**config.mk**
```make
export PLATFORM = sky130hd
export DESIGN_NAME = rejudge_entry_flat
export DESIGN_NICKNAME = d
export VERILOG_FILES = /design/src/rtl/rejudge_entry_if.sv /design/src/rtl/rejudge_entry.sv /design/src/flat_wrapper.sv
export SDC_FILE = /design/constraint.sdc
export NUM_CORES = 1
export LEC_CHECK = 0
export BUFFER_PORTS_ARGS = -buffer_cell sky130_fd_sc_hd__buf_2
export CAP_MARGIN = 20
export CORE_MARGIN = 2
export CORE_UTILIZATION = 51
export CTS_BUF_LIST = sky130_fd_sc_hd__clkbuf_8
export DETAILED_ROUTE_END_ITERATION = 6
export PLACE_DENSITY = 0.7
export SYNTH_ARGS = -nofsm -noshare
export SYNTH_HDL_FRONTEND = slang
export SYNTH_SLANG_ARGS = --single-unit
```
**constraint.sdc**
```tcl
create_clock -name clk -period 2.1 [get_ports clk]
set_input_delay 0.105 -clock clk [delete_from_list [all_inputs] [get_ports clk]]
set_output_delay 0.105 -clock clk [all_outputs]
set_load 0.03 [all_outputs]
```
**src/rtl/rejudge_entry_if.sv**
```systemverilog
// Button inputs, command handshake and field outputs of the rejudge entry panel.
// The master modport is the entry logic; the slave modport is the panel/consumer side.
interface rejudge_entry_if;
  logic       btn_up;
  logic       btn_down;
  logic       btn_next;
  logic       btn_cancel;
  logic       cmd_ready;
  logic [1:0] player;
  logic [7:0] problemID;
  logic [7:0] score;
  logic [1:0] field_sel;
  logic       cmd_valid;

  modport master (
    input  btn_up, btn_down, btn_next, btn_cancel, cmd_ready,
    output player, problemID, score, field_sel, cmd_valid
  );

  modport slave (
    output btn_up, btn_down, btn_next, btn_cancel, cmd_ready,
    input  player, problemID, score, field_sel, cmd_valid
  );
endinterface

```
**src/rtl/rejudge_entry.sv**
```systemverilog
// Four-button rejudge entry: synchronise and debounce buttons, edit player/problem/score, issue command.
// Press-to-output latency DEB_CYCLES+4 edges; command held with cmd_valid until cmd_ready, inputs ignored meanwhile.
module rejudge_entry #(
  parameter int DEB_CYCLES = 20,
  parameter int MAX_SCORE  = 99
) (
  input  logic clk,
  input  logic rst,
  rejudge_entry_if.master bus
);

  localparam int CW = $clog2(DEB_CYCLES + 1);
  localparam logic [CW-1:0] CNT_LAST  = CW'(DEB_CYCLES - 1);
  localparam logic [7:0]    SCORE_MAX = 8'(MAX_SCORE);
  localparam logic [7:0]    PROB_MAX  = 8'd99;

  // Button bit order: 0 cancel, 1 next, 2 up, 3 down (also the priority order).
  localparam int B_CANCEL = 0;
  localparam int B_NEXT   = 1;
  localparam int B_UP     = 2;
  localparam int B_DOWN   = 3;

  typedef enum logic [2:0] {
    S_PLAYER  = 3'd0,
    S_PROBLEM = 3'd1,
    S_SCORE   = 3'd2,
    S_CONFIRM = 3'd3,
    S_ISSUE   = 3'd4
  } state_t;

  logic [3:0]    raw;
  logic [3:0]    sync1_q, sync2_q;
  logic [3:0]    deb_q, deb_d, deb_prev_q;
  logic [3:0]    press_q, press_d;
  logic [CW-1:0] cnt_q [4];
  logic [CW-1:0] cnt_d [4];

  state_t     state_q, state_d;
  logic [1:0] player_q, player_d;
  logic [7:0] problem_q, problem_d;
  logic [7:0] score_q, score_d;

  assign raw = {bus.btn_down, bus.btn_up, bus.btn_next, bus.btn_cancel};

  always_comb begin
    cnt_d = cnt_q;
    deb_d = deb_q;
    for (int i = 0; i < 4; i++) begin
      if (sync2_q[i] == deb_q[i]) begin
        cnt_d[i] = '0;
      end else if (cnt_q[i] == CNT_LAST) begin
        deb_d[i] = sync2_q[i];
        cnt_d[i] = '0;
      end else begin
        cnt_d[i] = cnt_q[i] + 1'b1;
      end
    end
    press_d = deb_q & ~deb_prev_q;
  end

  always_comb begin
    state_d   = state_q;
    player_d  = player_q;
    problem_d = problem_q;
    score_d   = score_q;
    if (state_q == S_ISSUE) begin
      if (bus.cmd_ready) state_d = S_PLAYER;
    end else if (press_q[B_CANCEL]) begin
      state_d   = S_PLAYER;
      player_d  = '0;
      problem_d = '0;
      score_d   = '0;
    end else if (press_q[B_NEXT]) begin
      case (state_q)
        S_PLAYER:  state_d = S_PROBLEM;
        S_PROBLEM: state_d = S_SCORE;
        S_SCORE:   state_d = S_CONFIRM;
        default:   state_d = S_ISSUE;
      endcase
    end else if (press_q[B_UP]) begin
      case (state_q)
        S_PLAYER:  player_d  = player_q + 2'd1;
        S_PROBLEM: problem_d = (problem_q == PROB_MAX) ? 8'd0 : problem_q + 8'd1;
        S_SCORE:   score_d   = (score_q == SCORE_MAX) ? 8'd0 : score_q + 8'd1;
        default:   ;
      endcase
    end else if (press_q[B_DOWN]) begin
      case (state_q)
        S_PLAYER:  player_d  = player_q - 2'd1;
        S_PROBLEM: problem_d = (problem_q == 8'd0) ? PROB_MAX : problem_q - 8'd1;
        S_SCORE:   score_d   = (score_q == 8'd0) ? SCORE_MAX : score_q - 8'd1;
        default:   ;
      endcase
    end
  end

  always_ff @(posedge clk) begin
    if (rst) begin
      sync1_q    <= '0;
      sync2_q    <= '0;
      deb_q      <= '0;
      deb_prev_q <= '0;
      press_q    <= '0;
      cnt_q      <= '{default: '0};
      state_q    <= S_PLAYER;
      player_q   <= '0;
      problem_q  <= '0;
      score_q    <= '0;
    end else begin
      sync1_q    <= raw;
      sync2_q    <= sync1_q;
      deb_q      <= deb_d;
      deb_prev_q <= deb_q;
      press_q    <= press_d;
      cnt_q      <= cnt_d;
      state_q    <= state_d;
      player_q   <= player_d;
      problem_q  <= problem_d;
      score_q    <= score_d;
    end
  end

  assign bus.player    = player_q;
  assign bus.problemID = problem_q;
  assign bus.score     = score_q;
  assign bus.field_sel = (state_q == S_ISSUE) ? 2'd3 : state_q[1:0];
  assign bus.cmd_valid = (state_q == S_ISSUE);

endmodule

```
**src/flat_wrapper.sv**
```systemverilog
// flat-port wrapper written by rule: the top's interface ports become plain ports
module rejudge_entry_flat 
#(
  parameter int DEB_CYCLES = 20,
  parameter int MAX_SCORE  = 99
)
  (clk, rst, bus_btn_up, bus_btn_down, bus_btn_next, bus_btn_cancel, bus_cmd_ready, bus_player, bus_problemID, bus_score, bus_field_sel, bus_cmd_valid);
  rejudge_entry_if bus_i ();
  input  logic clk;
  input  logic rst;
  input wire logic [$bits(bus_i.btn_up)-1:0] bus_btn_up;
  input wire logic [$bits(bus_i.btn_down)-1:0] bus_btn_down;
  input wire logic [$bits(bus_i.btn_next)-1:0] bus_btn_next;
  input wire logic [$bits(bus_i.btn_cancel)-1:0] bus_btn_cancel;
  input wire logic [$bits(bus_i.cmd_ready)-1:0] bus_cmd_ready;
  output wire logic [$bits(bus_i.player)-1:0] bus_player;
  output wire logic [$bits(bus_i.problemID)-1:0] bus_problemID;
  output wire logic [$bits(bus_i.score)-1:0] bus_score;
  output wire logic [$bits(bus_i.field_sel)-1:0] bus_field_sel;
  output wire logic [$bits(bus_i.cmd_valid)-1:0] bus_cmd_valid;
  assign bus_i.btn_up = bus_btn_up;
  assign bus_i.btn_down = bus_btn_down;
  assign bus_i.btn_next = bus_btn_next;
  assign bus_i.btn_cancel = bus_btn_cancel;
  assign bus_i.cmd_ready = bus_cmd_ready;
  assign bus_player = bus_i.player;
  assign bus_problemID = bus_i.problemID;
  assign bus_score = bus_i.score;
  assign bus_field_sel = bus_i.field_sel;
  assign bus_cmd_valid = bus_i.cmd_valid;
  rejudge_entry #(.DEB_CYCLES(DEB_CYCLES), .MAX_SCORE(MAX_SCORE)) u_core (.clk(clk), .rst(rst), .bus(bus_i));
endmodule
```
==> flow_summary.toml, run 1 <==
[critical_path]
worst-setup-path-type = "reg2reg"
critical_r2r_launch = "u_core.bus.problemID[1]"
crit_path_end_kind = "register"
r2r_end = "u_core.bus.problemID[4]"
timing.critical_path.fanout_max = 9
worstPathArrival_ns = 2.05
setup.worst_path.end = "u_core.bus.problemID[4]"
critical_path.startpoint_type = "register"
r2r_slack_ns = 0.29
setup_crit_start = "u_core.bus.problemID[1]"
cp.required_ns = 2.34
worst_r2r_path_depth = 6

[drt]
final_antenna_net_count = 0
detail_route.wl_per_cell_um = 14.1
dr_total_vias = 2775
post-route-drc-count = 0
sum_of_routed_wire_length_over_all_layers_um = 6860
drt-pass1-iter-count = 4
avgViaCountPerCell = 5.71
first_iteration_detailed_routing_drc_count = 184

[clock_tree]
cts_buffers = 9
cts.sink_count = 61
clock_tree.buffer_depth = 2
tritoncts = "done"
worstSkewPairLatency_ns = 0.34
cts_resized = 0
cts.reportedPaths.clkPinSlew_ns = 0.07
cts_root_buffer = "sky130_fd_sc_hd__clkbuf_8"
htree_levels = 3

[placed_design]
dpl_cells = 467
place_hpwl_um = 4790
port-buffer-count = 27
pre_cts_ws_ns = 0.303
gp_congestion = 0.923

[pwr]
power.ir.vdd_worst_uv = 493
pwr_density_cell_nw_per_um2 = 610
totalPowerFinal_uw = 2250
p_leak_uw = 0.00146

[synthesis]
yosys-top-cells-count = "61 x sky130_fd_sc_hd__dfxtp_1, 40 x sky130_fd_sc_hd__nor2_1, 26 x sky130_fd_sc_hd__nand3_1"
synthesis.nets = 391
yosysWarnings = 0
syn_inst_count = 374
synth-seq-area-share_pct = 37.3
syn-mean-instance-area_um2 = 8.75
count_leader_synth = "sky130_fd_sc_hd__dfxtp_1"
yosysTopAreaCellShare_pct = 37.3
synth_ff_type = "sky130_fd_sc_hd__dfxtp_1"
synth_cell_type_count = 60
synth_top_area_cell = "sky130_fd_sc_hd__dfxtp_1"
synth_seq_cells = 61
syn_area_um2 = 3270
synth_edf_count = 0
synth_top_cells_by_area = "sky130_fd_sc_hd__dfxtp_1 37%, sky130_fd_sc_hd__nor2_1 4.6%, sky130_fd_sc_hd__nand3_1 4.0%, sky130_fd_sc_hd__ha_1 3.8%, sky130_fd_sc_hd__xnor2_1 3.7%"
async_reset_ff_share_pct = 0

[global_routing]
grt_start_max_net_pins = 18
grt_first_pass_wirelength_um = 12000
grt_pass1_vias = 2561
antenna_found_initial = 0
globalRouteOverflowTotal = 0
grt_use_total_pct = 20.7

[sta]
fmax_ghz = 0.552
max-slew-margin-rel_pct = 65.0
period_needed_ns = 1.81
rsz0062_at_grt = "false"
setup-tns-final_ns = 0
final_worst_setup_slack_ns = 0.288
final_hold_viol_count = 0
finalSetupViolCount = 0
hold-worst-slack_ns = 0.0190
drv_slew = 0
min_period_over_period_pct = 86.3
worstMarginPinSlew_ns = 0.521
clock-skew-final_ns = 0.00638

[run]
drv.max_cap_violation_count = 0

[run_status]
outcome = "finished, final reports clean"

[finish]
nNetsFinal = 421
layout-area-overhead-vs-synth_pct = 12.6
n_antenna_cell = 0
final-instance-count-excl-fill = 486
drive_above_1_share_pct = 15.4

[die]
starting_density_of_the_core_pct = 52.1
chipWidth_um = 84.1
area_of_the_core_um2 = 6280
fp.dieArea_um2 = 7070
chipHeight_um = 84.1
num_io_pins = 28
std_cell_rows = 29

[hold_path]
tightest_hold_check_type = "in2reg"
[final cells by class]
type                       count  area (um^2)
clock buffer                   9          124
fill                         582         2590
multi-input combinational    270         1850
clock inverter                 7         67.6
tap                           77         96.3
sequential                    61         1220
inverter                      22         82.6
timing repair buffer          40          240
[cells by family (layout without fill, tap and decap cells)]
group | count (synthesis) | in the layout | share of synthesized area (%)
buffers and inverters | 43 | 78 | 6.04
AOI/OAI and AO/OA | 61 | 61 | 14.8
adders and majority gates | 11 | 11 | 4.13
and+or+nand+nor | 166 | 166 | 28.8
xor gates and xnor gates | 24 | 24 | 6.42
DFF | 61 | 61 | 37.3
muxes | 8 | 8 | 2.45
[how the worst min path moves through the flow]
stage / endpoint / cells past startpoint / from
3_3_place_gp: u_core.sync1_q[1] / 2 / bus_btn_next
3_5_place_dp: u_core.sync1_q[2] / 2 / bus_btn_up
6_report: u_core.sync1_q[3] / 2 / bus_btn_down
5_1_grt: u_core.sync1_q[3] / 2 / bus_btn_down
4_1_cts: u_core.sync1_q[3] / 2 / bus_btn_down
2_1_floorplan: u_core.sync1_q[0] / 1 / bus_btn_cancel
[repair_timing]
| item | CTS | global route |
|---|---|---|
| hold endpoints to repair | 3 | 0 |
| hold buffers | 3 | 0 |
| setup buffers | 0 | 0 |
| setup endpoints to repair | 0 | 0 |
[worst max-delay path, stage by stage (launching register included)]
cell                      delay [ns]
sky130_fd_sc_hd__dfxtp_1        0.39
sky130_fd_sc_hd__inv_1          0.13
sky130_fd_sc_hd__ha_1           0.30
sky130_fd_sc_hd__or3b_2         0.46
sky130_fd_sc_hd__a21oi_1        0.16
sky130_fd_sc_hd__o22ai_1        0.09
sky130_fd_sc_hd__a22o_1         0.17
[cells in the final DEF, fill, tap and decap left out, drive strengths merged, types with 6 or more instances in the layout]
cell type | Yosys | layout
buf | 9 | 37
inv | 22 | 23
a32oi | 6 | 6
nand3 | 26 | 26
ha | 10 | 10
nor2 | 41 | 41
nand4 | 8 | 8
nand2 | 16 | 16
mux2i | 8 | 8
xnor2 | 14 | 14
or3 | 7 | 7
a21oi | 12 | 12
dfxtp | 61 | 61
nor3 | 11 | 11
o22ai | 6 | 6
nor2b | 19 | 19
xor2 | 10 | 10
o21ai | 6 | 6
clkbuf | 12 | 9
[registers in the layout, indices dropped and copies added, names as in the netlist]
signal                flops
u_core.sync1_q            4
u_core.cnt_q             20
u_core.bus.score          8
u_core.bus.player         2
u_core.state_q            3
u_core.deb_q              4
u_core.sync2_q            4
u_core.press_q            4
u_core.deb_prev_q         4
u_core.bus.problemID      8
[metal layers]
layer	vias up	track usage [%]	part of all wire, %
li1	1401	-	-
met1	1286	27.9	47
met2	76	32.0	46
met3	12	5.34	5.1
met4	0	7.48	1.5
met5	-	0	0
[power by group]
part	internal, uW	switching (uW)	leakage (uW)
clock network	540	476	0.0000964
logic	25.8	33.2	0.000875
registers	1170	6.64	0.000493
[per-stage QoR]
| stage | util [%] | area (um^2) |
|---|---|---|
| 6_report | 58.7 | 3680 |
| 5_1_grt | 58.7 | 3680 |
| 4_1_cts | 58.7 | 3680 |
| 3_5_place_dp | 55.2 | 3460 |
| 3_3_place_gp | 55.2 | 3460 |
| 2_1_floorplan | - | 3270 |
Note: power is estimated with default switching activity, not from simulation.
==> run 2, diff against run 1 <==
Settings changed: REMOVE_ABC_BUFFERS set to 1.
Clock period 2.1 ns to 2.24 ns, I/O delays scaled along.
==> run 2 against run 1 <==
  * Maximum frequency decreased by 2.1%
  * Wire length decreased by 5.1%
  * Via count decreased by 1.1%
  * Final area decreased by 1.2%
  * Total power decreased by 12%
  * Combinational power decreased by 8.1%
  * Clock skew about the same
  * Register-to-register slack improved by 0.10 ns
  * Flip-flop and latch count unchanged
  * Count of clock-buffer cells in the layout increased by 1
  * Sequential share of layout area increased by 0.41 points
  * Core utilization decreased by 0.72 points
  * Largest power group unchanged
==> flow_summary.toml, run 2 (synthesis results as in run 1) <==
[run_status]
outcome = "finished, final reports clean"

[finish]
most_frequent_cells_in_the_layout = "61 x sky130_fd_sc_hd__dfxtp_1, 40 x sky130_fd_sc_hd__nor2_1, 27 x sky130_fd_sc_hd__buf_2"
largest_register = "u_core.cnt_q"
layout-area-overhead-vs-synth_pct = 11.2
number_of_flip_flops_in_the_largest_register = 20
mostFrequentLayoutCell = "sky130_fd_sc_hd__dfxtp_1"
nNetsFinal = 418
drive_above_1_share_pct = 14.3
fill_cells = 559
n_antenna_cell = 0
fin_area_um2 = 3640

[die]
fp.dieArea_um2 = 7070
num_io_pins = 28
starting_density_of_the_core_pct = 52.1
chipWidth_um = 84.1
chipHeight_um = 84.1
area_of_the_core_um2 = 6280
std_cell_rows = 29

[clock_tree]
cts.reportedPaths.clkPinSlew_ns = 0.07
cts_resized = 0
cts_root_buffer = "sky130_fd_sc_hd__clkbuf_8"
htree_levels = 3
clock_tree.buffer_depth = 2
cts_buffers = 9
tritoncts = "done"
cts.sink_count = 61
worstSkewPairLatency_ns = 0.34

[global_routing]
grt_use_total_pct = 19.6
grt_first_pass_wirelength_um = 11300
top_usage_layer_grt = "met2"
grt_met2_use_pct = 30.8
grt_start_max_net_pins = 22
antenna_found_initial = 0
grtUsageMet3_pct = 6.13
globalRouteOverflowTotal = 0
grt_pass1_vias = 2461
groute.layer.met1.usage_pct = 25.1

[sta]
finalSetupViolCount = 0
max-slew-margin-rel_pct = 62.2
drv_slew = 0
min_period_over_period_pct = 82.6
final_hold_viol_count = 0
fmax_ghz = 0.541
period_needed_ns = 1.85
worstMarginPinSlew_ns = 0.566
rsz0062_at_grt = "false"
clock-skew-final_ns = 0.00644
setup-tns-final_ns = 0

[critical_path]
timing.critical_path.fanout_max = 11
timing.critical_path.slowest_stage_cell = "sky130_fd_sc_hd__or3b_2"
cp_cell_sequence = "inv_1 -> ha_1 -> or3b_2 -> a21oi_1 -> o22ai_1 -> a22o_1"
worst_r2r_path_depth = 6
worstPathArrival_ns = 2.08
worst-setup-path-type = "reg2reg"
critical_r2r_launch = "u_core.bus.problemID[0]"
setup.worst_path.end = "u_core.bus.problemID[4]"
setup_crit_start = "u_core.bus.problemID[0]"
r2r_end = "u_core.bus.problemID[4]"
cp.required_ns = 2.47
r2r_slack_ns = 0.39
crit_path_end_kind = "register"
timing.critical_path.slowest_cell_delay_ns = 0.47
critical_path.startpoint_type = "register"

[pwr]
power.ir.vdd_worst_uv = 472
p_leak_uw = 0.00144
pwr_density_cell_nw_per_um2 = 542

[drt]
sum_of_routed_wire_length_over_all_layers_um = 6510
final_antenna_net_count = 0
dr_total_vias = 2745
post-route-drc-count = 0
first_iteration_detailed_routing_drc_count = 122
drt-pass1-iter-count = 4
avgViaCountPerCell = 5.70
detail_route.wl_per_cell_um = 13.5

[placed_design]
place_hpwl_um = 4670
post_dp_cell_area_um2 = 3430
gp_congestion = 0.854
port-buffer-count = 27

[run]
drv.max_cap_violation_count = 0

[hold_path]
tightest_hold_check_type = "in2reg"
holdCritStartpoint = "bus_cmd_ready"
[run 2: cell types whose count changed in the layout (fill, tap and decap cells not counted), sizes merged]
cell / change
bufinv: -1
buf: -4
dlygate4sd3: +1
clkbuf: +1
clkinv: -1
[run 2: what timing repair did]
action | 4_1_cts | 5_1_grt
setup buffers | 0 | 0
hold endpoints to repair | 4 | 0
hold buffers | 4 | 0
[run 2: critical path: cells and delay by family, from the launching register on]
family	cells	cell delay, ns
flops	1	0.40
compound gates	3	0.42
fa+ha+maj	1	0.32
buf+inv	1	0.14
simple gates	1	0.47
[run 2: how the worst min path moves through the flow]
| stage | end | slack (ns) | depth (start not counted) |
|---|---|---|---|
| final | u_core.state_q[2] | 0.10 | 4 |
| after global routing | u_core.state_q[2] | 0.10 | 4 |
| after CTS | u_core.state_q[2] | 0.08 | 4 |
| after detailed placement | u_core.sync1_q[0] | 0.33 | 2 |
| after global placement | u_core.sync1_q[2] | 0.32 | 2 |
| after floorplan | u_core.bus.problemID[1] | 0.18 | 1 |
[run 2: per-stage QoR]
stage / setup slack (ns) / hold slack, ns / util (%) / power [uW] / cells
after global routing: 0.246 / 0.101 / 58.0 / 2070 / 482
final: 0.390 / 0.101 / 58.0 / 1970 / 482
after detailed placement: 0.423 / 0.327 / 54.7 / 1170 / 463
after CTS: 0.413 / 0.0847 / 58.0 / 2010 / 482
after floorplan: 0.344 / 0.181 / - / 1150 / 353
after global placement: 0.485 / 0.320 / 54.7 / 1170 / 463
[run 2: layer usage]
layer,vias to the layer above,part of all wire [%],wire length [um]
met5,-,0,0
met1,1283,47,3070
met2,63,46,3020
met3,8,5.0,325
met4,0,1.5,100
li1,1391,-,-
[run 2: final cells by class]
type                            instances  area, um^2  area share (%)
Clock inverter                          5        28.8           0.791
Inverter                               22        82.6            2.27
Timing Repair Buffer                   37         220            6.05
Clock buffer                           10         138            3.78
Tap cell                               77        96.3            2.65
Sequential cell                        61        1220            33.6
Multi-Input combinational cell        270        1850            50.9
[run 2: where the power goes]
group	internal, uW	switching [uW]
combinational	24.1	30.0
sequential	1090	5.86
clock	416	403
total	1530	439
==> run 3, diff against run 2 <==
Settings changed: PLACE_DENSITY 0.7 to 0.73.
Clock period 2.24 ns to 1.6 ns, I/O delays scaled along.
==> run 3 against run 2 <==
  * The flow now finishes with violations (setup timing)
  * Final area increased by 14%
  * Core utilization increased by 7.9 points
  * Via count increased by 9.8%
  * Clock power increased by 110%
  * Wire length increased by 17%
  * Worst setup slack got worse by 0.40 ns
  * Critical path type unchanged
  * Critical endpoint is now u_core.bus.score[4]
  * Largest cell class unchanged
==> flow_summary.toml, run 3 (synthesis results as in run 1) <==
[finish]
layout-area-overhead-vs-synth_pct = 26.5
final-instance-count-excl-fill = 525
most_frequent_cells_in_the_layout = "55 x sky130_fd_sc_hd__dfxtp_1, 46 x sky130_fd_sc_hd__buf_4, 40 x sky130_fd_sc_hd__nor2_1"
n_antenna_cell = 0
fin_area_um2 = 4140
drive_above_1_share_pct = 27.5
fill_cells = 527
nNetsFinal = 460
number_of_flip_flops_in_the_largest_register = 20
largest_register = "u_core.cnt_q"
utilization_of_the_core_after_routing_pct = 65.9
mostFrequentLayoutCell = "sky130_fd_sc_hd__dfxtp_1"

[drt]
final_antenna_net_count = 0
dr_total_vias = 3013
post-route-drc-count = 0
avgViaCountPerCell = 5.74
first_iteration_detailed_routing_drc_count = 155
sum_of_routed_wire_length_over_all_layers_um = 7630
drt-pass1-iter-count = 5
detail_route.wl_per_cell_um = 14.5

[run]
drv.max_cap_violation_count = 0

[clock_tree]
tritoncts = "done"
cts.sink_count = 61
cts_buffers = 9
worstSkewPairLatency_ns = 0.34
clock_tree.buffer_depth = 2
htree_levels = 3
cts.reportedPaths.clkPinSlew_ns = 0.07
cts_root_buffer = "sky130_fd_sc_hd__clkbuf_8"

[die]
num_io_pins = 28
fp.dieArea_um2 = 7070
chipWidth_um = 84.1
starting_density_of_the_core_pct = 52.1
chipHeight_um = 84.1
area_of_the_core_um2 = 6280
std_cell_rows = 29

[placed_design]
place_hpwl_um = 5420
post_dp_cell_area_um2 = 3720
dpl_cells = 501
port-buffer-count = 27
gp_congestion = 0.938

[sta]
fmax_ghz = 0.623
hold-worst-slack_ns = 0.0733
setup-tns-final_ns = -0.00517
finalSetupViolCount = 1
final_hold_viol_count = 0
final_worst_setup_slack_ns = -0.00517
worstMarginPinSlew_ns = 0.491
rsz0062_at_grt = "true"
period_needed_ns = 1.61
max-slew-margin-rel_pct = 66.8
clock-skew-final_ns = 0.00635
drv_slew = 0
min_period_over_period_pct = 100

[global_routing]
antenna_found_initial = 0
globalRouteOverflowTotal = 0
grt_first_pass_wirelength_um = 12700
grt_start_max_net_pins = 24
grt_pass1_vias = 2830
grt_use_total_pct = 22.0

[pwr]
power.ir.vdd_worst_uv = 852
p_leak_uw = 0.00173
pwr_density_cell_nw_per_um2 = 805

[critical_path]
critical_path.n_buffers_inverters = 1
timing.critical_path.slowest_stage_cell = "sky130_fd_sc_hd__or3b_4"
cp.required_ns = 1.86
crit_path_end_kind = "register"
cp_cell_sequence = "or3b_4 -> buf_6 -> a32oi_4 -> a22oi_2 -> o22ai_1"
worst-setup-path-type = "reg2reg"
cp_top_family = "compound AO/OA/AOI/OAI gates"
worstPathArrival_ns = 1.86
critical_path.startpoint_type = "register"
timing.critical_path.slowest_cell_delay_ns = 0.40
timing.critical_path.fanout_max = 7

[run_status]
violations = "setup timing"
outcome = "complete, but fails checks"

[hold_path]
tightest_hold_check_type = "in2reg"
run 3: changes by cell type in the layout (fill, tap and decap cells not counted), moves of 5 or more:
cell | before | now
sky130_fd_sc_hd__dfxtp_2 | 0 | 5
sky130_fd_sc_hd__dfxtp_1 | 61 | 55
sky130_fd_sc_hd__buf_4 | 6 | 46
sky130_fd_sc_hd__buf_6 | 0 | 5
run 3: final timing paths:
check	from	to	slack, ns	cells after the start
worst min-delay path	bus_cmd_ready	u_core.state_q[2]	0.07	4
worst min register to register	u_core.deb_prev_q[3]	u_core.press_q[3]	0.38	1
worst max-delay path	u_core.state_q[0]	u_core.bus.score[4]	-0.005	5
worst max register to register	u_core.state_q[0]	u_core.bus.score[4]	-0.005	5
run 3: what timing repair did:
| item | 4_1_cts | 5_1_grt |
|---|---|---|
| hold buffers | 4 | 0 |
| gates resized for setup | 6 | 27 |
| setup buffers | 1 | 3 |
| pin swaps | 0 | 7 |
| endpoints found under the hold margin | 4 | 0 |
| endpoints found under the setup margin | 5 | 19 |
run 3: power by group:
group          internal, uW  switching [uW]  total [uW]
combinational          43.8            49.2        93.0
sequential             1530            7.38        1540
clock                  1050             656        1700
run 3: worst reg2reg max path, delay by kind of cell, from the launching register on:
kind | cells | cell delay, ns
buffers and inverters | 1 | 0.14
flip-flops | 1 | 0.34
AO/OA/AOI/OAI | 3 | 0.64
AND/OR/NAND/NOR | 1 | 0.40
run 3: final cells by class:
class	count	area, um^2	share of cell area [%]
inverters	22	82.6	2.00
flip-flops and latches	61	1230	29.8
well taps	77	96.3	2.33
repair buffers	79	562	13.6
multi-input cells	270	1920	46.4
clock buffers	9	124	2.99
clock inverters	7	121	2.93
run 3: per-stage QoR:
step           total power [uW]  worst slack (ns)
2_1_floorplan              1610            -0.296
3_3_place_gp               1650            0.0365
3_5_place_dp               1650           -0.0573
4_1_cts                    3350          -0.00377
5_1_grt                    3420           -0.0532
6_report                   3330          -0.00517
run 3: layer usage:
| layer | track usage [%] | wire [um] |
|---|---|---|
| met3 | 4.55 | 436 |
| met2 | 36.1 | 3630 |
| met5 | 0 | 0 |
| met1 | 27.9 | 3390 |
| met4 | 9.53 | 185 |
